[config.mk]
export PLATFORM = sky130hd
export DESIGN_NAME = if_fetch
export DESIGN_NICKNAME = d
export VERILOG_FILES = /design/src/rtl/if_fetch.sv
export SDC_FILE = /design/constraint.sdc
export NUM_CORES = 1
export LEC_CHECK = 0
export CAP_MARGIN = 30
export CORE_AREA = 2 2 116 118
export CTS_CLUSTER_DIAMETER = 60
export CTS_CLUSTER_SIZE = 10
export DETAILED_ROUTE_END_ITERATION = 6
export DIE_AREA = 0 0 118 120
export DONT_BUFFER_PORTS = 1
export PLACE_DENSITY = 0.75
export SKIP_LAST_GASP = 1
export SLEW_MARGIN = 20
export SYNTH_ARGS = -nofsm -noshare
export SYNTH_HDL_FRONTEND = slang
export SYNTH_SLANG_ARGS = --single-unit
[constraint.sdc]
create_clock -name clk -period 2.14 [get_ports clk]
set_input_delay 0.214 -clock clk [delete_from_list [all_inputs] [get_ports clk]]
set_output_delay 0.214 -clock clk [all_outputs]
set_load 0.1 [all_outputs]
[src/rtl/if_fetch.sv]
// Instruction fetch unit: owns the PC, issues one word fetch at a time on the
// request/grant/response bus and presents the result to the decode register.
module if_fetch #(
    parameter logic [31:0] RESET_ADDR = 32'h0000_0000,
    parameter logic [31:0] NOP_INST   = 32'h0000_0013
) (
    input  logic        clk,
    input  logic        rst_n,
    input  logic [31:0] jump_addr_i,
    input  logic        jump_en_i,
    input  logic        hold_flag_i,
    output logic        ibus_req_o,
    output logic [31:0] ibus_addr_o,
    input  logic        ibus_gnt_i,
    input  logic        ibus_rvalid_i,
    input  logic [31:0] ibus_rdata_i,
    output logic [31:0] inst_o,
    output logic [31:0] inst_addr_o,
    output logic        inst_valid_o
);

    typedef enum logic [1:0] {
        S_REQ  = 2'd0,
        S_WAIT = 2'd1,
        S_HOLD = 2'd2
    } state_t;

    state_t      state_q, state_d;
    logic [31:0] pc_q, pc_d;
    logic [31:0] req_addr_q, req_addr_d;
    logic        kill_q, kill_d;
    logic [31:0] buf_data_q, buf_data_d;
    logic [31:0] inst_q, inst_d;
    logic [31:0] inst_addr_q, inst_addr_d;
    logic        inst_valid_q, inst_valid_d;
    logic [31:0] jump_tgt;

    // Masking (rather than slicing) keeps every jump address bit in use.
    assign jump_tgt = jump_addr_i & 32'hFFFF_FFFC;

    // Request is gated by reset so the bus sees no request while rst_n is low.
    assign ibus_req_o   = rst_n && (state_q == S_REQ) && !jump_en_i;
    assign ibus_addr_o  = pc_q;
    assign inst_o       = inst_q;
    assign inst_addr_o  = inst_addr_q;
    assign inst_valid_o = inst_valid_q;

    always_comb begin
        state_d      = state_q;
        pc_d         = pc_q;
        req_addr_d   = req_addr_q;
        kill_d       = kill_q;
        buf_data_d   = buf_data_q;
        inst_d       = inst_q;
        inst_addr_d  = inst_addr_q;
        inst_valid_d = inst_valid_q;

        // Decode consumes a valid instruction whenever it is not holding.
        if (inst_valid_q && !hold_flag_i) begin
            inst_d       = NOP_INST;
            inst_valid_d = 1'b0;
        end

        case (state_q)
            S_REQ: begin
                if (!jump_en_i && ibus_gnt_i) begin
                    req_addr_d = pc_q;
                    state_d    = S_WAIT;
                end
            end
            S_WAIT: begin
                if (ibus_rvalid_i) begin
                    if (kill_q) begin
                        kill_d  = 1'b0;
                        state_d = S_REQ;
                    end else if (!hold_flag_i) begin
                        inst_d       = ibus_rdata_i;
                        inst_addr_d  = req_addr_q;
                        inst_valid_d = 1'b1;
                        pc_d         = req_addr_q + 32'd4;
                        state_d      = S_REQ;
                    end else begin
                        buf_data_d = ibus_rdata_i;
                        state_d    = S_HOLD;
                    end
                end
            end
            S_HOLD: begin
                if (!hold_flag_i) begin
                    inst_d       = buf_data_q;
                    inst_addr_d  = req_addr_q;
                    inst_valid_d = 1'b1;
                    pc_d         = req_addr_q + 32'd4;
                    state_d      = S_REQ;
                end
            end
            default: state_d = S_REQ;
        endcase

        // A redirect overrides hold and any delivery computed above.
        if (jump_en_i) begin
            pc_d         = jump_tgt;
            inst_d       = NOP_INST;
            inst_valid_d = 1'b0;
            inst_addr_d  = inst_addr_q;
            buf_data_d   = buf_data_q;
            case (state_q)
                S_WAIT: begin
                    if (ibus_rvalid_i) begin
                        kill_d  = 1'b0;
                        state_d = S_REQ;
                    end else begin
                        kill_d  = 1'b1;
                        state_d = S_WAIT;
                    end
                end
                default: state_d = S_REQ;
            endcase
        end
    end

    always_ff @(posedge clk or negedge rst_n) begin
        if (!rst_n) begin
            state_q      <= S_REQ;
            pc_q         <= RESET_ADDR;
            req_addr_q   <= RESET_ADDR;
            kill_q       <= 1'b0;
            buf_data_q   <= 32'd0;
            inst_q       <= NOP_INST;
            inst_addr_q  <= RESET_ADDR;
            inst_valid_q <= 1'b0;
        end else begin
            state_q      <= state_d;
            pc_q         <= pc_d;
            req_addr_q   <= req_addr_d;
            kill_q       <= kill_d;
            buf_data_q   <= buf_data_d;
            inst_q       <= inst_d;
            inst_addr_q  <= inst_addr_d;
            inst_valid_q <= inst_valid_d;
        end
    end

endmodule

# == Word level (Yosys, flattened, before mapping) ==
# Cells that the tools add are included.
# word_totals
ff_bits,164
wordCells,69
# op_classes
addsub,1
eq_ne,8
mux,36
bitwise,2
reduce_logical,14
# ops
op,count
two-way mux 32 bit,13
case mux 32 bit (2 select lines),3
"adder 32 x 3 -> 32 bit, second input constant",1
two-way mux 2 bit,7
two-way mux 1 bit,11
"!= test 3 bit, second input constant",3
case mux 2 bit (3 select lines),1
AND reduction 3 bit,2
AND reduction 5 bit,1
logical AND 1 bit,4
"!= test 2 bit, second input constant",2
AND reduction 4 bit,1
"!= test 3 x 2 -> 1 bit, second input constant",1
nonzero test 3 bit,1
"== test 2 x 1 -> 1 bit, second input constant",1
"== test 2 bit, second input constant",1
logical NOT 1 bit,2
logical NOT 2 bit,1
inverter 1 bit,2
case mux 1 bit (2 select lines),1
AND reduction 2 bit,1
nonzero test 2 bit,1

# == Logic depth before layout (Yosys ltp) ==
# depth
ltp_word,8
ltp_mapped,10
depth_no_buf,7

# == Least setup slack after synthesis ==
# OpenSTA, ideal clock, no wires.
# synth_timing
path_type,reg2reg
startpoint,register state_q[1]
endpoint,register buf_data_q[0]
arrival_time_ns,1.878
t_required_ns,2.015
setup_slack_ns,0.137
stages_incl_launch_ff,10
synth_period_minus_slack_ns,2.003
cell_sequence,dfrtp_1 -> inv_1 -> ha_1 -> buf_4 -> and3b_1 -> buf_4 -> and3_1 -> clkbuf_1 -> buf_2 -> mux2_2
# synth_via
elab_chain_cells,2
# synth_lines
element,line,rtl
start: declaration,28,"state_t state_q, state_d;"
start signal: assignment,133,state_q <= state_d;
== test 2 x 1 -> 1 bit,64,case (state_q)
AND reduction 5 bit (no source line),-,
end signal: assignment,137,buf_data_q <= buf_data_d;
end: declaration,32,"logic [31:0] buf_data_q, buf_data_d;"
# No other way between the ends.
# A chain may end at the register's enable or synchronous reset.

# == Worst setup path after layout ==
# layout_timing
startpoint,register state_q[1]
endpoint,"register pc_q[19], in the netlist ibus_addr_o[19]"
# layout_via
elab_chain_cells,3
elab_cells_between_ends,8
classes_between,4 x eq/ne; 2 x mux; 2 x reduce/logical
# layout_lines
element,line,rtl
== test 2 x 1 -> 1 bit or == test 2 bit (tied branches),64,
!= test 3 bit (no source line) (tied with other cells),-,
AND reduction 3 bit (no source line) or two-way mux 32 bit (tied branches),-,
end signal: assignment,134,pc_q <= pc_d;
end: declaration,29,"logic [31:0] pc_q, pc_d;"
# Parallel ways exist; a longest one is shown, timed or not.

==> results <==
- The cell area that synthesis handed to floorplanning was 0.00726 sq mm.
- In this run the worst path has a maximum fanout of 6.
- The worst register-to-register path begins at state_q[1].
- The post-detailed-route count of antenna-violating nets is 0.
- The max-slew violation count is 0.
- Dividing the final minimum period by the clock period gives 0.944.
- In the synthesized netlist the dominant register cell turns out to be dfrtp_1.
- The number of nets handed over by synthesis was 671.
- The number of cell instances on the worst register-to-register path is 7.
- The core region is 0.0130 sq mm.
- The die is 118 um wide.
- The number of distinct library cell variants in the gate-level netlist after synthesis is 45.
- Across all hold checks on the routed design, the worst slack comes to -0.514 ns.
- In the global route stage, overall resource usage came out at 0.275.
- The data arrival time of the worst path is 2.38 ns.
- The synthesized area divided by synthesized cell count is 12.2 sq um.
- In this run the top signal layer used is met5.
- Once the clock tree was built, the setup fixing pass inserted 0 buffers.
- The endpoint identified for the worst register-to-register timing path is ibus_addr_o[19].
- Wire segments on met3 add up to 1300 um in the final route.
- For this run, the detailed router's first-pass iteration total came to 5.
- The CTS tree is built.
- Timing would allow up to 0.495 GHz.
- The half-perimeter wire length after placement is 11300 um.
- The flow ran to the end, but the final reports show violations.
- The detailed-route wire length per cell is 20.3 um.
- In the synthesized netlist, the number of instances is 596.
- Routability-driven placement finished with a final weighted congestion of 0.845.
- Setup total negative slack on the finished layout was measured at 0 ns.
- Yosys printed 0 warnings.
- The placed cell area is 0.00812 sq mm.
- The clock passes through at most 2 buffers.
- The routed layout has 5550 vias.
- In the final layout, the share of cells above drive strength 1 is 0.318.
- At the pin with the least slew margin, the transition time is 0.928 ns.
- The cell area power density is 1380 mW/mm^2.
- The synthesized design contains 0 enable-type register cells.
- Buffers placed on the I/O ports in this run total 0.
- The via count normalized by instance count is 5.97.
- The category of the worst setup path capture point is a flip-flop.
- The number of antenna violations at the first check in global routing was 1.
- After clock tree synthesis, the clock-pin slew on the worst setup and hold paths is 0.06 ns.
- The first global-routing pass estimated 30600 um of wire.
- The register-to-register setup slack is 0.12 ns.
- The number of global-route vias before repair came to 5839.
- Global routing finished with a remaining overflow of 0.
- The number of setup violations in the final report is 0.
- The final routed wirelength across all metal layers is 18900 um.
- After the first detailed-routing iteration, the DRC count stood at 407.
- The growth of design area from synthesis to finish is 29.1%.
- During I/O placement, the number of pins put on the boundary was 168.
- The total of flip-flops plus latches after synthesis is 164.
- Measured against its own limit, the worst slew margin works out to 0.382.
- From bottom edge to top edge, the die measures 120 um.
- Clock tree synthesis found a total of 164 sinks.
- The worst clock skew is 0.0115 ns.
- The die footprint is 0.0142 sq mm.
- The path class of the tightest hold or removal check is primary input to asynchronous set/reset pin.
- The share of flip-flops with an asynchronous set or reset after synthesis is 1.00.
- Setup repair after global routing left no endpoint under its margin.
- The leakage power figure is 4.19 nW.
- The floorplan row count is 42.
- The number of levels the H-tree was split into is 4.
- Entering global routing, the biggest net connects 166 pins.
- By startpoint and endpoint, the worst setup path is classified as flip-flop to flip-flop.
- The final layout contains 817 nets.
- In this run, post-CTS hold repair placed 63 buffers.
- After detailed routing, the number of remaining DRC violations is 0.
- The repair_antennas step left the layout with diodes totalling 0.
- The number of buffers added by the clock tree synthesis step is 17.
- The critical path required time is 2.50 ns.
- The later pin in the worst-skew pair is clocked with a latency of 0.43 ns.
- Max-cap violations in this run came to 0.
- The largest single stage delay on the critical path is 0.53 ns.
- Traced cell by cell, the critical path runs through inv_1, ha_2, and3b_2, o21ba_4, nand2_4, or4_1, nand3_1.
- The wire length on met2 is 9560 um.
- The count of endpoints failing hold in the final timing report is 164.
- The clock root buffer is clkbuf_16.
- The master of the slowest instance on the critical path is or4_1.
- Once layout is complete, the utilization of the core stands at 0.722.
- For this configuration, the core starts out at a cell density of 0.559.
- The final reports fail on negative hold slack.
- Power comes to 12.9 mW.
- For this run, the register share of the synthesized area comes to 0.566.
- The shortest period the worst path allows is 2.02 ns.
- The cell area after layout is 0.00937 sq mm.
- The startpoint type of the worst setup path is a flip-flop.
- The highest ir drop seen on vdd is 0.634 mV.
- In the final routing, the length of wire on met1 measures 7590 um.
==> how the worst max path moves through the flow <==
| stage | endpoint | startpoint | depth (start not counted) | slack [ns] |
|---|---|---|---|---|
| after floorplan | buf_data_q[0] | state_q[1] | 9 | 0.14 |
| after global placement | ibus_addr_o[19] | state_q[1] | 7 | 0.17 |
| after detailed placement | ibus_addr_o[19] | state_q[1] | 7 | 0.08 |
| after CTS | ibus_addr_o[19] | state_q[1] | 7 | 0.06 |
| after global routing | inst_o[11] | state_q[0] | 9 | 0.005 |
| final | ibus_addr_o[19] | state_q[1] | 7 | 0.12 |
==> cell usage after synthesis, drive strengths merged, types with 2 or more instances <==
cell     number  area [sq um]
a221o         2          20.0
inv          14          52.6
xnor2        10          87.6
nor4          2          12.5
nor2b         2          12.5
buf          20           111
a22oi        34           255
xor2         16           140
o221ai       16           140
a221oi        2          17.5
a21oi        14          73.8
nand4        11          68.8
nand2        61           236
dfrtp       161          4030
nand2b        2          12.5
and2          2          12.5
o2bb2ai      29           254
nand3        13          65.1
and3         10          62.6
dfstp         3          78.8
a41o          2          20.0
mux2         91          1020
nor2         15          56.3
ha            5          62.6
o21ai        15          75.1
nor3          7          45.0
a22o          3          26.3
clkbuf       19          71.3
mux2i         3          30.0
a211oi        2          15.0
==> registers in the layout, indices dropped and copies added, names as in the netlist, named ones only <==
name	count
req_addr_q	32
inst_o	32
buf_data_q	32
inst_valid_o	1
state_q	2
inst_addr_o	32
ibus_addr_o	32
==> metrics by stage <==
stage | std cells | setup slack [ns]
3_5_place_dp | 836 | 0.0750
4_1_cts | 930 | 0.0611
3_3_place_gp | 836 | 0.173
6_report | 930 | 0.119
2_1_floorplan | 596 | 0.137
5_1_grt | 930 | 0.00525
==> per-layer routing <==
metal,global-route usage,vias up
li1,-,2481
met5,0,-
met3,0.0751,35
met4,0.115,2
met2,0.463,238
met1,0.337,2794
==> report_power, final <==
group          internal [mW]  switching (mW)
combinational           1.41            3.16
sequential              4.01            1.34
clock                   1.83            1.19
==> cell type report <==
type | instances | area (sq um)
Clock buffer | 22 | 484
Timing Repair Buffer | 166 | 1460
Fill cell | 847 | 3610
Sequential cell | 164 | 4110
Multi-Input combinational cell | 379 | 2940
Tap cell | 176 | 220
Inverter | 14 | 52.6
Clock inverter | 9 | 103
==> cell families (layout without fill, tap and decap cells) <==
kind of cell,count (synthesis),in the layout,share of synthesized area
buf+inv,53,211,0.0324
simple gates,130,130,0.0864
mux,94,94,0.145
flops,164,164,0.566
xor+xnor,26,26,0.0314
compound gates,124,124,0.130
fa+ha+maj,5,5,0.00862
==> worst max-delay path, delay by kind of cell (launching register included) <==
kind	cells	cell delay (ns)
buffers and inverters	1	0.12
AND/OR/NAND/NOR	4	0.98
AO/OA/AOI/OAI	1	0.23
flip-flops	1	0.40
adder cells (fa/ha/maj)	1	0.24
==> timing repair <==
item                                    4_1_cts  5_1_grt
endpoints found under the setup margin        0        5
gates resized for setup                       0        8
endpoints found under the hold margin       252      164
==> cells in the final DEF (no fill, tap or decap), types with 3 or more instances in the layout <==
cell	synthesis	layout
dfrtp_1	161	160
inv_1	14	14
clkinv_2	0	4
buf_4	2	99
nand3_1	13	13
and3_1	10	10
o221ai_1	16	16
o21ai_0	15	14
dfstp_2	3	3
clkbuf_8	0	4
nor2_1	15	14
o2bb2ai_1	29	29
a21oi_1	13	13
mux2_2	91	91
nor3_1	5	5
ha_1	5	4
nand4_1	11	11
xnor2_1	10	10
nand2_1	60	60
xor2_1	16	16
dlygate4sd3_1	0	62
clkbuf_16	0	17
mux2i_1	3	3
clkinvlp_4	0	3
buf_12	0	5
a22o_1	3	3
a22oi_1	34	34
Note: power is estimated with default switching activity, not from simulation.
